==> src/rtl/beta_fetch_pc.sv <==
// beta_fetch_pc: PC generation and instruction fetch stage.
// Issues in-order word fetches, tags each with its PC and buffers the
// returned instructions for decode. Redirects from execute flush the
// buffer and drop responses still in flight from the old path.
//
// Ports:
//   clk_i, rst_i            clock, async active-high reset
//   imem_req_o/addr_o       fetch request and word address
//   imem_gnt_i              request accepted this cycle
//   imem_rvalid_i/rdata_i   in-order response
//   redirect_i/pc_i         PC change from branch/jump unit
//   redirect_misalig_i      target misaligned, redirect rejected
//   if_valid_o/instr_o/pc_o instruction to decode
//   if_ready_i              decode pops when valid & ready
//   if_misalig_exc_o        one-cycle pulse on rejected redirect

module beta_fetch_pc #(
    parameter int                   DATAWIDTH  = 32,
    parameter logic [DATAWIDTH-1:0] BOOT_ADDR  = 32'h0000_0000,
    parameter int                   FIFO_DEPTH = 2
) (
    input  logic                 clk_i,
    input  logic                 rst_i,
    output logic                 imem_req_o,
    output logic [DATAWIDTH-1:0] imem_addr_o,
    input  logic                 imem_gnt_i,
    input  logic                 imem_rvalid_i,
    input  logic [DATAWIDTH-1:0] imem_rdata_i,
    input  logic                 redirect_i,
    input  logic [DATAWIDTH-1:0] redirect_pc_i,
    input  logic                 redirect_misalig_i,
    output logic                 if_valid_o,
    output logic [DATAWIDTH-1:0] if_instr_o,
    output logic [DATAWIDTH-1:0] if_pc_o,
    input  logic                 if_ready_i,
    output logic                 if_misalig_exc_o
);

    localparam int PTRW = $clog2(FIFO_DEPTH);
    localparam int CNTW = $clog2(FIFO_DEPTH + 1);
    localparam logic [CNTW:0] DEPTH_W = (CNTW + 1)'(FIFO_DEPTH);
    localparam logic [DATAWIDTH-1:0] PC_STEP = DATAWIDTH'(4);

    typedef enum logic [1:0] {
        S_BOOT,
        S_FETCH,
        S_FLUSH
    } state_t;

    state_t               r_state;
    logic [DATAWIDTH-1:0] r_pc;
    logic [CNTW-1:0]      r_outstanding;
    logic [CNTW-1:0]      r_discard;
    logic [CNTW-1:0]      r_count;
    logic [PTRW-1:0]      r_rd_ptr;
    logic [PTRW-1:0]      r_wr_ptr;
    logic [PTRW-1:0]      r_tag_rd;
    logic [PTRW-1:0]      r_tag_wr;
    logic                 r_exc;

    logic [DATAWIDTH-1:0] r_buf_pc    [FIFO_DEPTH];
    logic [DATAWIDTH-1:0] r_buf_instr [FIFO_DEPTH];
    logic [DATAWIDTH-1:0] r_tag       [FIFO_DEPTH];

    logic                 w_redir;
    logic                 w_req;
    logic                 w_issue;
    logic                 w_resp;
    logic                 w_drop;
    logic                 w_push;
    logic                 w_pop;
    logic                 w_valid;
    logic [CNTW:0]        w_inflight;
    logic [CNTW-1:0]      w_out_next;

    assign w_redir    = redirect_i & ~redirect_misalig_i;
    assign w_inflight = {1'b0, r_outstanding} + {1'b0, r_count};
    // Outstanding fetches plus buffered entries never exceed the buffer
    // size, so every response is guaranteed a slot.
    assign w_req      = (r_state == S_FETCH) && (w_inflight < DEPTH_W);
    assign w_issue    = w_req & imem_gnt_i;
    // A response with nothing outstanding is a protocol error; dropped.
    assign w_resp     = imem_rvalid_i & (r_outstanding != '0);
    assign w_drop     = w_resp & (r_discard != '0);
    assign w_push     = w_resp & ~w_drop & ~w_redir;
    assign w_valid    = (r_count != '0);
    assign w_pop      = if_ready_i & w_valid & ~w_redir;
    assign w_out_next = r_outstanding + CNTW'(w_issue) - CNTW'(w_resp);

    assign imem_req_o       = w_req;
    assign imem_addr_o      = r_pc;
    assign if_valid_o       = w_valid;
    assign if_instr_o       = w_valid ? r_buf_instr[r_rd_ptr] : '0;
    assign if_pc_o          = w_valid ? r_buf_pc[r_rd_ptr] : '0;
    assign if_misalig_exc_o = r_exc;

    always_ff @(posedge clk_i or posedge rst_i) begin
        if (rst_i) begin
            r_state       <= S_BOOT;
            r_pc          <= BOOT_ADDR;
            r_outstanding <= '0;
            r_discard     <= '0;
            r_count       <= '0;
            r_rd_ptr      <= '0;
            r_wr_ptr      <= '0;
            r_tag_rd      <= '0;
            r_tag_wr      <= '0;
            r_exc         <= 1'b0;
        end else begin
            r_exc         <= redirect_i & redirect_misalig_i;
            r_outstanding <= w_out_next;

            // Tag queue tracks every issued fetch, old path or not,
            // so it stays aligned with the response stream.
            if (w_issue) begin
                r_tag_wr <= r_tag_wr + PTRW'(1);
            end
            if (w_resp) begin
                r_tag_rd <= r_tag_rd + PTRW'(1);
            end

            if (w_redir) begin
                r_pc <= redirect_pc_i;
            end else if (w_issue) begin
                r_pc <= r_pc + PC_STEP;
            end

            if (w_redir) begin
                r_count  <= '0;
                r_rd_ptr <= '0;
                r_wr_ptr <= '0;
            end else begin
                if (w_push) begin
                    r_wr_ptr <= r_wr_ptr + PTRW'(1);
                end
                if (w_pop) begin
                    r_rd_ptr <= r_rd_ptr + PTRW'(1);
                end
                r_count <= r_count + CNTW'(w_push) - CNTW'(w_pop);
            end

            // Everything still in flight after this edge is old path.
            if (w_redir) begin
                r_discard <= w_out_next;
            end else if (w_drop) begin
                r_discard <= r_discard - CNTW'(1);
            end

            unique case (r_state)
                S_BOOT: begin
                    r_state <= S_FETCH;
                end
                S_FETCH, S_FLUSH: begin
                    if (w_redir) begin
                        r_state <= (w_out_next != '0) ? S_FLUSH : S_FETCH;
                    end else if (r_state == S_FLUSH && r_discard == '0) begin
                        r_state <= S_FETCH;
                    end
                end
                default: begin
                    r_state <= S_BOOT;
                end
            endcase
        end
    end

    always_ff @(posedge clk_i) begin
        if (w_issue) begin
            r_tag[r_tag_wr] <= r_pc;
        end
        if (w_push) begin
            r_buf_pc[r_wr_ptr]    <= r_tag[r_tag_rd];
            r_buf_instr[r_wr_ptr] <= imem_rdata_i;
        end
    end

    a_rvalid_outstanding: assert property (
        @(posedge clk_i) disable iff (rst_i)
        imem_rvalid_i |-> (r_outstanding != '0)
    );

endmodule

==> config.mk <==
export PLATFORM = sky130hd
export DESIGN_NAME = beta_fetch_pc
export DESIGN_NICKNAME = d
export VERILOG_FILES = /design/src/rtl/beta_fetch_pc.sv
export SDC_FILE = /design/constraint.sdc
export NUM_CORES = 1
export LEC_CHECK = 0
export ABC_AREA = 1
export CAP_MARGIN = 20
export CORE_AREA = 10 10 182 184
export DETAILED_ROUTE_END_ITERATION = 16
export DIE_AREA = 0 0 192 194
export SYNTH_ARGS = -nofsm -noshare
export SYNTH_HDL_FRONTEND = slang
export SYNTH_SLANG_ARGS = --single-unit
==> constraint.sdc <==
create_clock -name clk_i -period 7.8 [get_ports clk_i]
set_clock_uncertainty 0.1 [all_clocks]
set_input_delay 1.56 -clock clk_i [delete_from_list [all_inputs] [get_ports clk_i]]
set_output_delay 1.56 -clock clk_i [all_outputs]
set_load 0.005 [all_outputs]
==> results_tabular.tex, run 1 <==
\begin{tabular}{lr}
\hline
Metric & Value \\
\hline
\multicolumn{2}{l}{\textbf{Floorplan}} \\
\quad Core ar. & 0.0294 mm\^{}2 \\
\quad Count of pins on the block boundary & 170 \\
\quad Effective utilization at floorplan & 34.6\% \\
\quad Standard-cell row count & 63 \\
\quad DIE AREA & 0.0372 mm\^{}2 \\
\quad Die Y & 194 um \\
\quad Chip Width & 192 um \\
\multicolumn{2}{l}{\textbf{Logic synthesis}} \\
\quad Flop and latch count out of synthesis & 237 \\
\quad Instance count of the mapped netlist & 987 \\
\quad Syn\_area\_per\_cell & 10.3 um\^{}2 \\
\quad Number of unique standard cell types used by synthesis & 34 \\
\quad Area share of the largest cell type after synthesis & 56.7\% \\
\quad Nets in the synthesized netlist & 1,069 \\
\quad Post-Synthesis Cell Area & 0.0102 mm\^{}2 \\
\quad Ranking of synthesized cells by area & edfxtp\_1 57\%, nand2\_1 14\%, dfrtp\_1 11\% \\
\quad Library cell with the largest summed area after synthesis & edfxtp\_1 \\
\quad Total of warnings raised by yosys & 0 \\
\quad Share of the yosys chip area belonging to registers & 67.7\% \\
\multicolumn{2}{l}{\textbf{Placement}} \\
\quad Gpl congestion & between 0.8 and 0.9 \\
\quad Number of buffer cells added on primary ports & between 150 and 200 \\
\quad DPL Wire Length & 16,900 um \\
\multicolumn{2}{l}{\textbf{Route}} \\
\quad Number of nets still failing antenna checks after routing & 0 \\
\quad Number of optimization iterations in the first detailed-route pass & 5 \\
\quad Drt first-iter violations & around 430 \\
\quad Wire length after detailed routing & 26,200 um \\
\quad Via Count & 7,287 \\
\quad Routed WL per cell & $\sim$17 um \\
\quad DR DRC count & 0 \\
\quad Average vias per placed instance & 4.67 \\
\multicolumn{2}{l}{\textbf{Timing}} \\
\quad Setup tns final & 0 ns \\
\quad Maximum operating frequency & 228 MHz \\
\quad Final critical-path share of the clock period & 56.2\% \\
\quad Worst slew margin relative to its limit & about a third \\
\quad Final setup violation count & 0 \\
\quad Worst-Margin Slew & 0.980 ns \\
\quad Setup repair after global routing missed its margin & no \\
\quad Number of hold-slack violations in the final timing report & 0 \\
\quad Max-slew violation total from the final report & 0 \\
\quad Min Tclk post-route & 4.39 ns \\
\multicolumn{2}{l}{\textbf{Power}} \\
\quad Combinational share of power & a little over a third \\
\quad Power density over cell area & $\sim$360 mW/mm\^{}2 \\
\quad Internal power & 3.09 mW \\
\quad Largest vdd supply drop & 0.155 mV \\
\quad Power share of the sequential group & 40.1\% \\
\quad Total power draw & about 4.7 mW \\
\quad Portion of total power attributed to the clock network & 25.1\% \\
\quad Net switching share of the total power & 33.8\% \\
\quad Net Switching & between 1.5 and 2 mW \\
\quad Leakage Power & around 5.1 nW \\
\multicolumn{2}{l}{\textbf{Global route}} \\
\quad Initial antenna violation count & 0 \\
\quad First-pass GRT wire length & a little over 40,000 um \\
\quad Largest net degree at the start of global routing & 66 \\
\quad Gr ovfl total & 0 \\
\quad Vias in the first global route & 7,078 \\
\quad Total global routing track utilization & 13.6\% \\
\multicolumn{2}{l}{\textbf{Setup path}} \\
\quad Critical path required time & 7.85 ns \\
\quad Highest net fanout along the worst path & 55 \\
\quad Type of element launching the critical path & input port \\
\quad Crit end category & flip-flop \\
\quad Arrival time at the worst endpoint & 4.44 ns \\
\quad Type of the worst setup path & input port to flip-flop \\
\multicolumn{2}{l}{\textbf{Final layout}} \\
\quad Number of filler cells placed in the layout & 2,757 \\
\quad Ratio of cells with drive above 1 in the final layout & 5.90\% \\
\quad Final \#Nets & 1,235 \\
\quad Sequential cell area & 0.00689 mm\^{}2 \\
\quad Total inserted antenna cells & 0 \\
\quad Area used by multi-input combinational logic & 0.00290 mm\^{}2 \\
\quad Synth-to-Final Area Change & 28.9\% \\
\multicolumn{2}{l}{\textbf{Clock tree}} \\
\quad Hold buffers post-CTS & 0 \\
\quad TritonCTS clock tree & done \\
\quad Count of cells resized by post-cts repair & 0 \\
\quad CTS buffer count & 25 \\
\quad CTS Root Cell & clkbuf\_16 \\
\quad H-tree depth reported by CTS & 1 \\
\quad Number of buffers added for setup after CTS & 0 \\
\quad Total clock sinks & 237 \\
\quad Clk pin slew, worst setup/hold paths & 0.06 ns \\
\quad Clock latency of the later-clocked register in the worst-skew pair & 0.51 ns \\
\quad Max clock buf depth & 3 \\
\multicolumn{2}{l}{\textbf{Job}} \\
\quad Reported max-cap violation count & 0 \\
\multicolumn{2}{l}{\textbf{Min path}} \\
\quad Min-delay worst type & flip-flop to flip-flop \\
\multicolumn{2}{l}{\textbf{Outcome}} \\
\quad Status & completed \\
\hline
\end{tabular}
-- state kept, by name (all words and copies together) (netlist names), 2 cells and up --
signal         count
r_count            2
r_buf_instr       64
r_tag             64
r_buf_pc          64
imem_addr_o       32
r_state            2
r_outstanding      2
r_discard          2
-- cell families after synthesis --
logic type / Yosys count / synth area share (%)
flip-flops: 237 / 67.7
adder cells (fa/ha/maj): 11 / 1.43
AO/OA/AOI/OAI: 109 / 5.63
XOR/XNOR: 5 / 0.430
buffers and inverters: 102 / 4.06
AND/OR/NAND/NOR: 523 / 20.7
-- Yosys cell counts --
| library cell | n |
|---|---|
| a211oi_1 | 3 |
| and2_1 | 1 |
| nor3_1 | 7 |
| edfxtp_1 | 192 |
| fa_1 | 1 |
| a21oi_1 | 75 |
| o21a_1 | 1 |
| inv_1 | 58 |
| o21ai_1 | 2 |
| nor3b_1 | 1 |
| o211ai_1 | 1 |
| inv_2 | 2 |
| xnor2_1 | 1 |
| o21bai_1 | 2 |
| a31oi_1 | 2 |
| nand2_2 | 4 |
| buf_4 | 2 |
| nor2_1 | 86 |
| clkbuf_1 | 12 |
| nand3_1 | 39 |
| nor2_4 | 7 |
| o22ai_1 | 3 |
| xor2_1 | 4 |
| o311ai_0 | 1 |
| buf_6 | 1 |
| nor2_2 | 3 |
| dfrtp_1 | 45 |
| nand4_1 | 5 |
| o21ai_0 | 19 |
| buf_1 | 14 |
| clkinv_1 | 1 |
| ha_1 | 10 |
| buf_2 | 12 |
| nand2_1 | 370 |
-- placed cells by master (no fill, tap or decap), types with 5 or more instances in the layout --
cell type        netlist  routed
o21ai_0               19      19
clkbuf_1              12       6
nor2_1                86      82
clkbuf_16              0      25
clkdlybuf4s50_1        0     169
inv_1                 58      56
ha_1                  10      10
nor2_2                 3       5
nand4_1                5       5
dfrtp_1               45      44
nor2_4                 7       9
edfxtp_1             192     192
buf_4                  2       9
nand2_1              370     370
a21oi_1               75      75
nand3_1               39      39
nor3_1                 7       6
-- stage by stage --
| step | cells | util [%] | hold slack (ns) | setup slack, ns | instance area (um^2) |
|---|---|---|---|---|---|
| after detailed placement | 1514 | 41.7 | 0.402 | 2.79 | 12300 |
| after CTS | 1557 | 44.5 | 0.420 | 3.34 | 13100 |
| after floorplan | 987 | - | 0.360 | 0.672 | 10200 |
| final | 1559 | 44.6 | 0.421 | 3.41 | 13100 |
| after global placement | 1514 | 41.7 | 0.401 | 2.83 | 12300 |
| after global routing | 1559 | 44.6 | 0.443 | 3.17 | 13100 |
-- power by group through the flow --
stage               Clock, mW  Combinational (mW)  Sequential, mW
finish                   1.17                1.62            1.87
global route             1.25                1.83            1.90
CTS                      1.20                1.65            1.88
detailed placement          0                1.64            1.90
global placement            0                1.62            1.89
floorplan                   0               0.836            1.84
-- area by class of cell --
| cell class | instances | area share [%] |
|---|---|---|
| timing repair buffer | 180 | 13.8 |
| clock buffer | 34 | 5.26 |
| sequential | 237 | 52.5 |
| tap | 390 | 3.72 |
| inverter | 61 | 1.75 |
| multi-input combinational | 648 | 22.1 |
| clock inverter | 9 | 0.887 |
-- final timing paths --
kind / from / end / slack [ns] / depth (start not counted)
max in group asynchronous: rst_i / imem_addr_o[22] / 5.97 / 3
hold / removal: imem_addr_o[0] / r_tag[0][0] / 0.42 / 0
min in group asynchronous: rst_i / r_state[1] / 1.15 / 2
hold reg to reg: imem_addr_o[0] / r_tag[0][0] / 0.42 / 0
setup / recovery: redirect_misalig_i / r_buf_pc[0][22] / 3.41 / 7
setup reg to reg: r_count[0] / r_state[0] / 4.54 / 16
-- layer usage --
layer  global-route usage (%)  up-vias  part of all wire, %
met2                     20.7      210                   43
met4                     3.49        0                  1.7
li1                         -     3613                    -
met1                     19.3     3432                   48
met3                     2.91       32                  7.4
met5                        0        -                    0
-- worst max-delay path: stages --
cell and delay, ns:
clkdlybuf4s50_1 0.52, nor2_4 0.16, inv_2 0.07, buf_4 0.46
nand2_1 0.24, nor2_4 0.79, buf_4 0.56
Power figures use the tool's default switching activity.
==> run 2, diff against run 1 <==
- clock period: 7.8 -> 3.78 ns (I/O delays scaled with it)
==> run 2 against run 1 <==
Sequential share of layout area down 0.44 points. Die area unchanged. First-iteration DRC count up 20%. Routed wire length down 0.59%. Critical path depth down 3. Worst setup slack worse by 3.0 ns. Critical endpoint is now if_instr_o[8]. Largest power group unchanged. Highest routed layer unchanged.
==> results_tabular.tex, run 2 (synthesis results as in run 1) <==
\begin{tabular}{lr}
\hline
Metric & Value \\
\hline
\multicolumn{2}{l}{\textbf{Outcome}} \\
\quad Status & completed (unchanged) \\
\multicolumn{2}{l}{\textbf{Setup path}} \\
\quad Type of element launching the critical path & flip-flop (was input port) \\
\quad Arrival time at the worst endpoint & 2.54 ns (was 4.44 ns) \\
\quad Type of the worst setup path & flip-flop to output port (was input port to flip-flop) \\
\quad Crit end category & output port (was flip-flop) \\
\quad Critical path required time & 2.92 ns (was 7.85 ns) \\
\quad Highest net fanout along the worst path & 52 (was 55) \\
\multicolumn{2}{l}{\textbf{Timing}} \\
\quad Maximum operating frequency & around 300 MHz \\
\quad Final setup violation count & 0 (unchanged) \\
\quad Max-slew violation total from the final report & 0 (unchanged) \\
\quad Setup repair after global routing missed its margin & no (unchanged) \\
\quad Number of hold-slack violations in the final timing report & 0 (unchanged) \\
\quad Worst slew margin relative to its limit & 49.7\% (was 34.5\%) \\
\quad Setup tns final & 0 ns (unchanged) \\
\quad Final critical-path share of the clock period & between 80\% and 90\% \\
\quad Worst-Margin Slew & 0.752 ns (was 0.980 ns) \\
\quad Min Tclk post-route & 3.40 ns \\
\quad Final worst setup slack & 0.383 ns (was 3.41 ns) \\
\multicolumn{2}{l}{\textbf{Clock tree}} \\
\quad Total clock sinks & 237 (unchanged) \\
\quad CTS Root Cell & clkbuf\_16 (unchanged) \\
\quad H-tree depth reported by CTS & 1 (unchanged) \\
\quad Clock latency of the later-clocked register in the worst-skew pair & 0.52 ns (was 0.51 ns) \\
\quad Count of cells resized by post-cts repair & 0 (unchanged) \\
\quad Number of buffers added for setup after CTS & 0 (unchanged) \\
\quad Clk pin slew, worst setup/hold paths & 0.06 ns (about the same) \\
\quad Hold buffers post-CTS & 0 (unchanged) \\
\quad Max clock buf depth & 3 (unchanged) \\
\quad TritonCTS clock tree & done (unchanged) \\
\quad CTS buffer count & 27 (was 25) \\
\multicolumn{2}{l}{\textbf{Final layout}} \\
\quad Synth-to-Final Area Change & 30.0\% (was 28.9\%) \\
\quad Number of filler cells placed in the layout & 2,737 (was 2,757) \\
\quad Final \#Nets & 1,241 (was 1,235) \\
\quad Sequential cell area & 0.00689 mm\^{}2 (unchanged) \\
\quad Total inserted antenna cells & 0 (unchanged) \\
\quad Area used by multi-input combinational logic & 0.00290 mm\^{}2 (about the same) \\
\quad Largest registers & r\_buf\_instr: 64 flops, r\_buf\_pc: 64 flops, r\_tag: 64 flops (unchanged) \\
\quad Most common cell after layout, fill and taps aside & nand2\_1 (unchanged) \\
\quad Ratio of cells with drive above 1 in the final layout & 6.28\% (was 5.90\%) \\
\quad Layout Utilization & 45.0\% (was 44.6\%) \\
\quad Commonest cells after routing, fill and taps aside & 370 x nand2\_1, 192 x edfxtp\_1, 169 x clkdlybuf4s50\_1 (unchanged) \\
\multicolumn{2}{l}{\textbf{Global route}} \\
\quad Largest net degree at the start of global routing & 65 (was 66) \\
\quad First-pass GRT wire length & 40,600 um (about the same) \\
\quad Gr ovfl total & 0 (unchanged) \\
\quad Initial antenna violation count & 0 (unchanged) \\
\quad Total global routing track utilization & 13.6\% (about the same) \\
\quad Vias in the first global route & 7,206 (was 7,078) \\
\multicolumn{2}{l}{\textbf{Route}} \\
\quad Number of optimization iterations in the first detailed-route pass & 5 (unchanged) \\
\quad Average vias per placed instance & 4.65 (was 4.67) \\
\quad Via Count & 7,291 (was 7,287) \\
\quad Number of nets still failing antenna checks after routing & 0 (unchanged) \\
\quad Routed WL per cell & 16.6 um (was 16.8 um) \\
\quad Wire length after detailed routing & 26,000 um (was 26,200 um) \\
\quad Drt first-iter violations & 510 (was 425) \\
\quad DR DRC count & 0 (unchanged) \\
\multicolumn{2}{l}{\textbf{Min path}} \\
\quad Min-delay worst type & flip-flop to flip-flop (unchanged) \\
\multicolumn{2}{l}{\textbf{Placement}} \\
\quad Number of buffer cells added on primary ports & 169 (unchanged) \\
\quad Gpl congestion & 0.868 (was 0.810) \\
\quad Worst slack after detailed placement & 0.874 ns (was 2.79 ns) \\
\quad DPL Wire Length & 17,700 um (was 16,900 um) \\
\multicolumn{2}{l}{\textbf{Power}} \\
\quad Total power draw & 9.75 mW (was 4.67 mW) \\
\quad Leakage Power & 5.12 nW (was 5.07 nW) \\
\quad Largest vdd supply drop & 0.362 mV (was 0.155 mV) \\
\quad Power density over cell area & 737 mW/mm\^{}2 (was 356 mW/mm\^{}2) \\
\multicolumn{2}{l}{\textbf{Floorplan}} \\
\quad Chip Width & 192 um (unchanged) \\
\quad DIE AREA & 0.0372 mm\^{}2 (unchanged) \\
\quad Standard-cell row count & 63 (unchanged) \\
\quad Core ar. & 0.0294 mm\^{}2 (unchanged) \\
\quad Count of pins on the block boundary & 170 (unchanged) \\
\quad Effective utilization at floorplan & 34.6\% (unchanged) \\
\quad Die Y & 194 um (unchanged) \\
\multicolumn{2}{l}{\textbf{Job}} \\
\quad Reported max-cap violation count & 0 (unchanged) \\
\hline
\end{tabular}
==> run 2: cell types whose count changed in the layout (fill, tap and decap cells not counted), sizes merged <==
cell,before,now
clkinv,7,13
buf,11,15
inv,60,61
clkbuf,34,32
==> run 2: worst paths after layout <==
| kind | endpoint | slack, ns | depth (start not counted) | from |
|---|---|---|---|---|
| min in group asynchronous | imem_addr_o[16] | 0.54 | 2 | rst_i |
| max in group asynchronous | imem_addr_o[25] | 2.31 | 3 | rst_i |
| max | if_instr_o[8] | 0.38 | 4 | r_rd_ptr |
| max reg2reg | r_state[0] | 1.05 | 17 | r_count[0] |
| min | r_buf_pc[1][16] | 0.43 | 2 | r_tag[0][16] |
| min reg2reg | r_buf_pc[1][16] | 0.43 | 2 | r_tag[0][16] |
==> run 2: worst max-delay path, cell delays in order (launching register included) <==
cell and delay [ns]:
dfrtp_2 0.54, buf_4 0.55, nand2_1 0.11, a21oi_1 0.24
clkdlybuf4s50_1 0.55
==> run 2: area by class of cell <==
class / count / share of cell area (%)
Clock buffer: 32 / 5.25
Clock inverter: 16 / 1.13
Inverter: 61 / 1.73
Multi-Input combinational cell: 648 / 21.9
Sequential cell: 237 / 52.1
Tap cell: 390 / 3.69
Timing Repair Buffer: 184 / 14.2
==> run 2: routing by layer <==
layer / share of wire, % / vias to the layer above / track usage, %
met5: 0 / - / 0
met4: 1.7 / 0 / 3.03
met3: 7.2 / 31 / 3.09
met2: 46 / 211 / 21.9
met1: 45 / 3423 / 18.3
li1: - / 3626 / -
==> run 2: power by group <==
| part | internal, mW | switching (mW) |
|---|---|---|
| logic | 1.49 | 1.90 |
| clock network | 1.50 | 0.980 |
| registers | 3.46 | 0.411 |
==> run 2: per-stage QoR <==
| stage | instances | cell area (um^2) | hold WS (ns) |
|---|---|---|---|
| detailed placement | 1519 | 12400 | 0.423 |
| CTS | 1567 | 13200 | 0.431 |
| global route | 1568 | 13200 | 0.454 |
| finish | 1568 | 13200 | 0.435 |
| floorplan | 987 | 10200 | 0.380 |
| global placement | 1519 | 12400 | 0.411 |
==> run 3, diff against run 2 <==
- CAP_MARGIN: 20 -> 5
- CELL_PAD_IN_SITES_DETAIL_PLACEMENT: unset -> 0
- CELL_PAD_IN_SITES_GLOBAL_PLACEMENT: unset -> 1
- PLACE_DENSITY_LB_ADDON: unset -> 0.1
==> run 3 against run 2 <==
Hold slack worse by 0.0050 ns. Global-route usage grew 0.42 points. Combinational power about the same. Sequential power about the same. Clock-buffer cell count rose by 2. Sequential cell count unchanged. Register-to-register slack better by 0.03 ns. Total power fell by 0.19%. Worst setup slack better by 0.049 ns. Clock power about the same. Routed wire length rose by 3.0%. Largest power group unchanged.
==> results_tabular.tex, run 3 (synthesis results as in run 1) <==
\begin{tabular}{lr}
\hline
Metric & Value \\
\hline
\multicolumn{2}{l}{\textbf{Floorplan}} \\
\quad Die Y & 194 um (unchanged) \\
\quad DIE AREA & 0.0372 mm\^{}2 (unchanged) \\
\quad Effective utilization at floorplan & 34.6\% (unchanged) \\
\quad Count of pins on the block boundary & 170 (unchanged) \\
\quad Standard-cell row count & 63 (unchanged) \\
\quad Chip Width & 192 um (unchanged) \\
\quad Core ar. & 0.0294 mm\^{}2 (unchanged) \\
\multicolumn{2}{l}{\textbf{Power}} \\
\quad Power density over cell area & 736 mW/mm\^{}2 (was 737 mW/mm\^{}2) \\
\quad Total power draw & 9.73 mW (was 9.75 mW) \\
\quad Largest vdd supply drop & 0.323 mV (was 0.362 mV) \\
\quad Leakage Power & 5.11 nW (was 5.12 nW) \\
\multicolumn{2}{l}{\textbf{Clock tree}} \\
\quad Clock latency of the later-clocked register in the worst-skew pair & 0.52 ns (about the same) \\
\quad Total clock sinks & 237 (unchanged) \\
\quad Max clock buf depth & 3 (unchanged) \\
\quad CTS buffer count & 27 (unchanged) \\
\quad TritonCTS clock tree & done (unchanged) \\
\quad Count of cells resized by post-cts repair & 0 (unchanged) \\
\quad Number of buffers added for setup after CTS & 0 (unchanged) \\
\quad Clk pin slew, worst setup/hold paths & 0.05 ns (was 0.06 ns) \\
\quad H-tree depth reported by CTS & 1 (unchanged) \\
\quad CTS Root Cell & clkbuf\_16 (unchanged) \\
\quad Hold buffers post-CTS & 0 (unchanged) \\
\multicolumn{2}{l}{\textbf{Placement}} \\
\quad Placed cell count & 1,519 (unchanged) \\
\quad Worst slack after detailed placement & 0.741 ns (was 0.874 ns) \\
\quad Number of buffer cells added on primary ports & 169 (unchanged) \\
\quad DPL Wire Length & 17,800 um (was 17,700 um) \\
\quad Gpl congestion & 0.779 (was 0.868) \\
\multicolumn{2}{l}{\textbf{Job}} \\
\quad Reported max-cap violation count & 0 (unchanged) \\
\multicolumn{2}{l}{\textbf{Timing}} \\
\quad Final critical-path share of the clock period & 88.6\% (was 89.9\%) \\
\quad Final worst setup slack & 0.432 ns (was 0.383 ns) \\
\quad Maximum operating frequency & 299 MHz (was 294 MHz) \\
\quad Setup tns final & 0 ns (unchanged) \\
\quad Worst slew margin relative to its limit & 27.8\% (was 49.7\%) \\
\quad Min Tclk post-route & 3.35 ns (was 3.40 ns) \\
\quad Max-slew violation total from the final report & 0 (unchanged) \\
\quad Final setup violation count & 0 (unchanged) \\
\quad Number of hold-slack violations in the final timing report & 0 (unchanged) \\
\quad Worst-Margin Slew & 1.08 ns (was 0.752 ns) \\
\quad Setup repair after global routing missed its margin & no (unchanged) \\
\multicolumn{2}{l}{\textbf{Route}} \\
\quad Drt first-iter violations & 351 (was 510) \\
\quad Number of nets still failing antenna checks after routing & 0 (unchanged) \\
\quad Average vias per placed instance & 4.59 (was 4.65) \\
\quad DR DRC count & 0 (unchanged) \\
\quad Routed WL per cell & 17.1 um (was 16.6 um) \\
\quad Number of optimization iterations in the first detailed-route pass & 5 (unchanged) \\
\quad Wire length after detailed routing & 26,800 um (was 26,000 um) \\
\quad Via Count & 7,191 (was 7,291) \\
\multicolumn{2}{l}{\textbf{Final layout}} \\
\quad Final \#Nets & 1,240 (was 1,241) \\
\quad Commonest cells after routing, fill and taps aside & 370 x nand2\_1, 192 x edfxtp\_1, 169 x clkdlybuf4s50\_1 (unchanged) \\
\quad Layout Utilization & 44.9\% (was 45.0\%) \\
\quad Ratio of cells with drive above 1 in the final layout & 6.38\% (was 6.28\%) \\
\quad Fin cells & 1,566 (was 1,568) \\
\quad Total inserted antenna cells & 0 (unchanged) \\
\quad Largest registers & r\_buf\_instr: 64 flops, r\_buf\_pc: 64 flops, r\_tag: 64 flops (unchanged) \\
\quad Most common cell after layout, fill and taps aside & nand2\_1 (unchanged) \\
\quad Synth-to-Final Area Change & 29.9\% (was 30.0\%) \\
\multicolumn{2}{l}{\textbf{Setup path}} \\
\quad Beginning of the worst register-to-register path & r\_count[0] (unchanged) \\
\quad Worst setup path startpoint & r\_rd\_ptr (unchanged) \\
\quad Critical path required time & 2.92 ns (about the same) \\
\quad Type of the worst setup path & flip-flop to output port (unchanged) \\
\quad Highest net fanout along the worst path & 30 (was 52) \\
\quad Crit end category & output port (unchanged) \\
\quad Type of element launching the critical path & flip-flop (unchanged) \\
\quad Arrival time at the worst endpoint & 2.49 ns (was 2.54 ns) \\
\multicolumn{2}{l}{\textbf{Global route}} \\
\quad First-pass GRT wire length & 41,800 um (was 40,600 um) \\
\quad Largest net degree at the start of global routing & 66 (was 65) \\
\quad Gr ovfl total & 0 (unchanged) \\
\quad Initial antenna violation count & 0 (unchanged) \\
\quad Total global routing track utilization & 14.1\% (was 13.6\%) \\
\quad Vias in the first global route & 7,096 (was 7,206) \\
\multicolumn{2}{l}{\textbf{Outcome}} \\
\quad Status & completed (unchanged) \\
\multicolumn{2}{l}{\textbf{Min path}} \\
\quad Min-delay worst type & flip-flop to flip-flop (unchanged) \\
\quad Origin of the worst min-delay path & r\_tag[0][16] (unchanged) \\
\hline
\end{tabular}
run 3: metal layers:
layer,GRT usage [%],routed length [um],vias to the layer above
li1,-,-,3623
met2,20.9,11500,186
met1,20.6,13100,3349
met4,2.98,437,0
met3,3.06,1750,33
met5,0,0,-
run 3: layout make-up:
cell class,count,area [um^2]
multi-input combinational,648,2900
inverter,61,229
timing repair buffer,183,1860
tap,390,488
sequential,237,6890
fill,2752,16200
clock inverter,13,140
clock buffer,34,702
run 3: worst paths after layout:
kind                                   endpoint  slack [ns]  cells past startpoint
worst max-delay path              if_instr_o[6]        0.43                      5
worst min-delay path            r_buf_pc[0][16]        0.43                      2
worst max register to register  imem_addr_o[13]        1.08                     11
worst min register to register  r_buf_pc[0][16]        0.43                      2
max in group asynchronous       imem_addr_o[11]        2.30                      3
min in group asynchronous            r_state[0]        0.57                      2
run 3: critical path, stage by stage, from the launching register on:
cell and delay [ns]:
dfrtp_2 0.41, inv_2 0.45, buf_4 0.32, nand2_1 0.07, a21oi_1 0.18, clkdlybuf4s50_1 0.55
run 3: per-stage QoR:
stage,hold WS (ns),instance area [um^2]
6_report,0.430,13200
5_1_grt,0.446,13200
4_1_cts,0.432,13200
3_5_place_dp,0.416,12400
3_3_place_gp,0.412,12400
2_1_floorplan,0.380,10200
run 3: power breakdown:
group	internal, mW	switching (mW)	leakage (nW)
sequential	3.46	0.408	2.27
combinational	1.47	1.92	2.43
clock	1.51	0.966	0.416
total	6.44	3.29	5.11
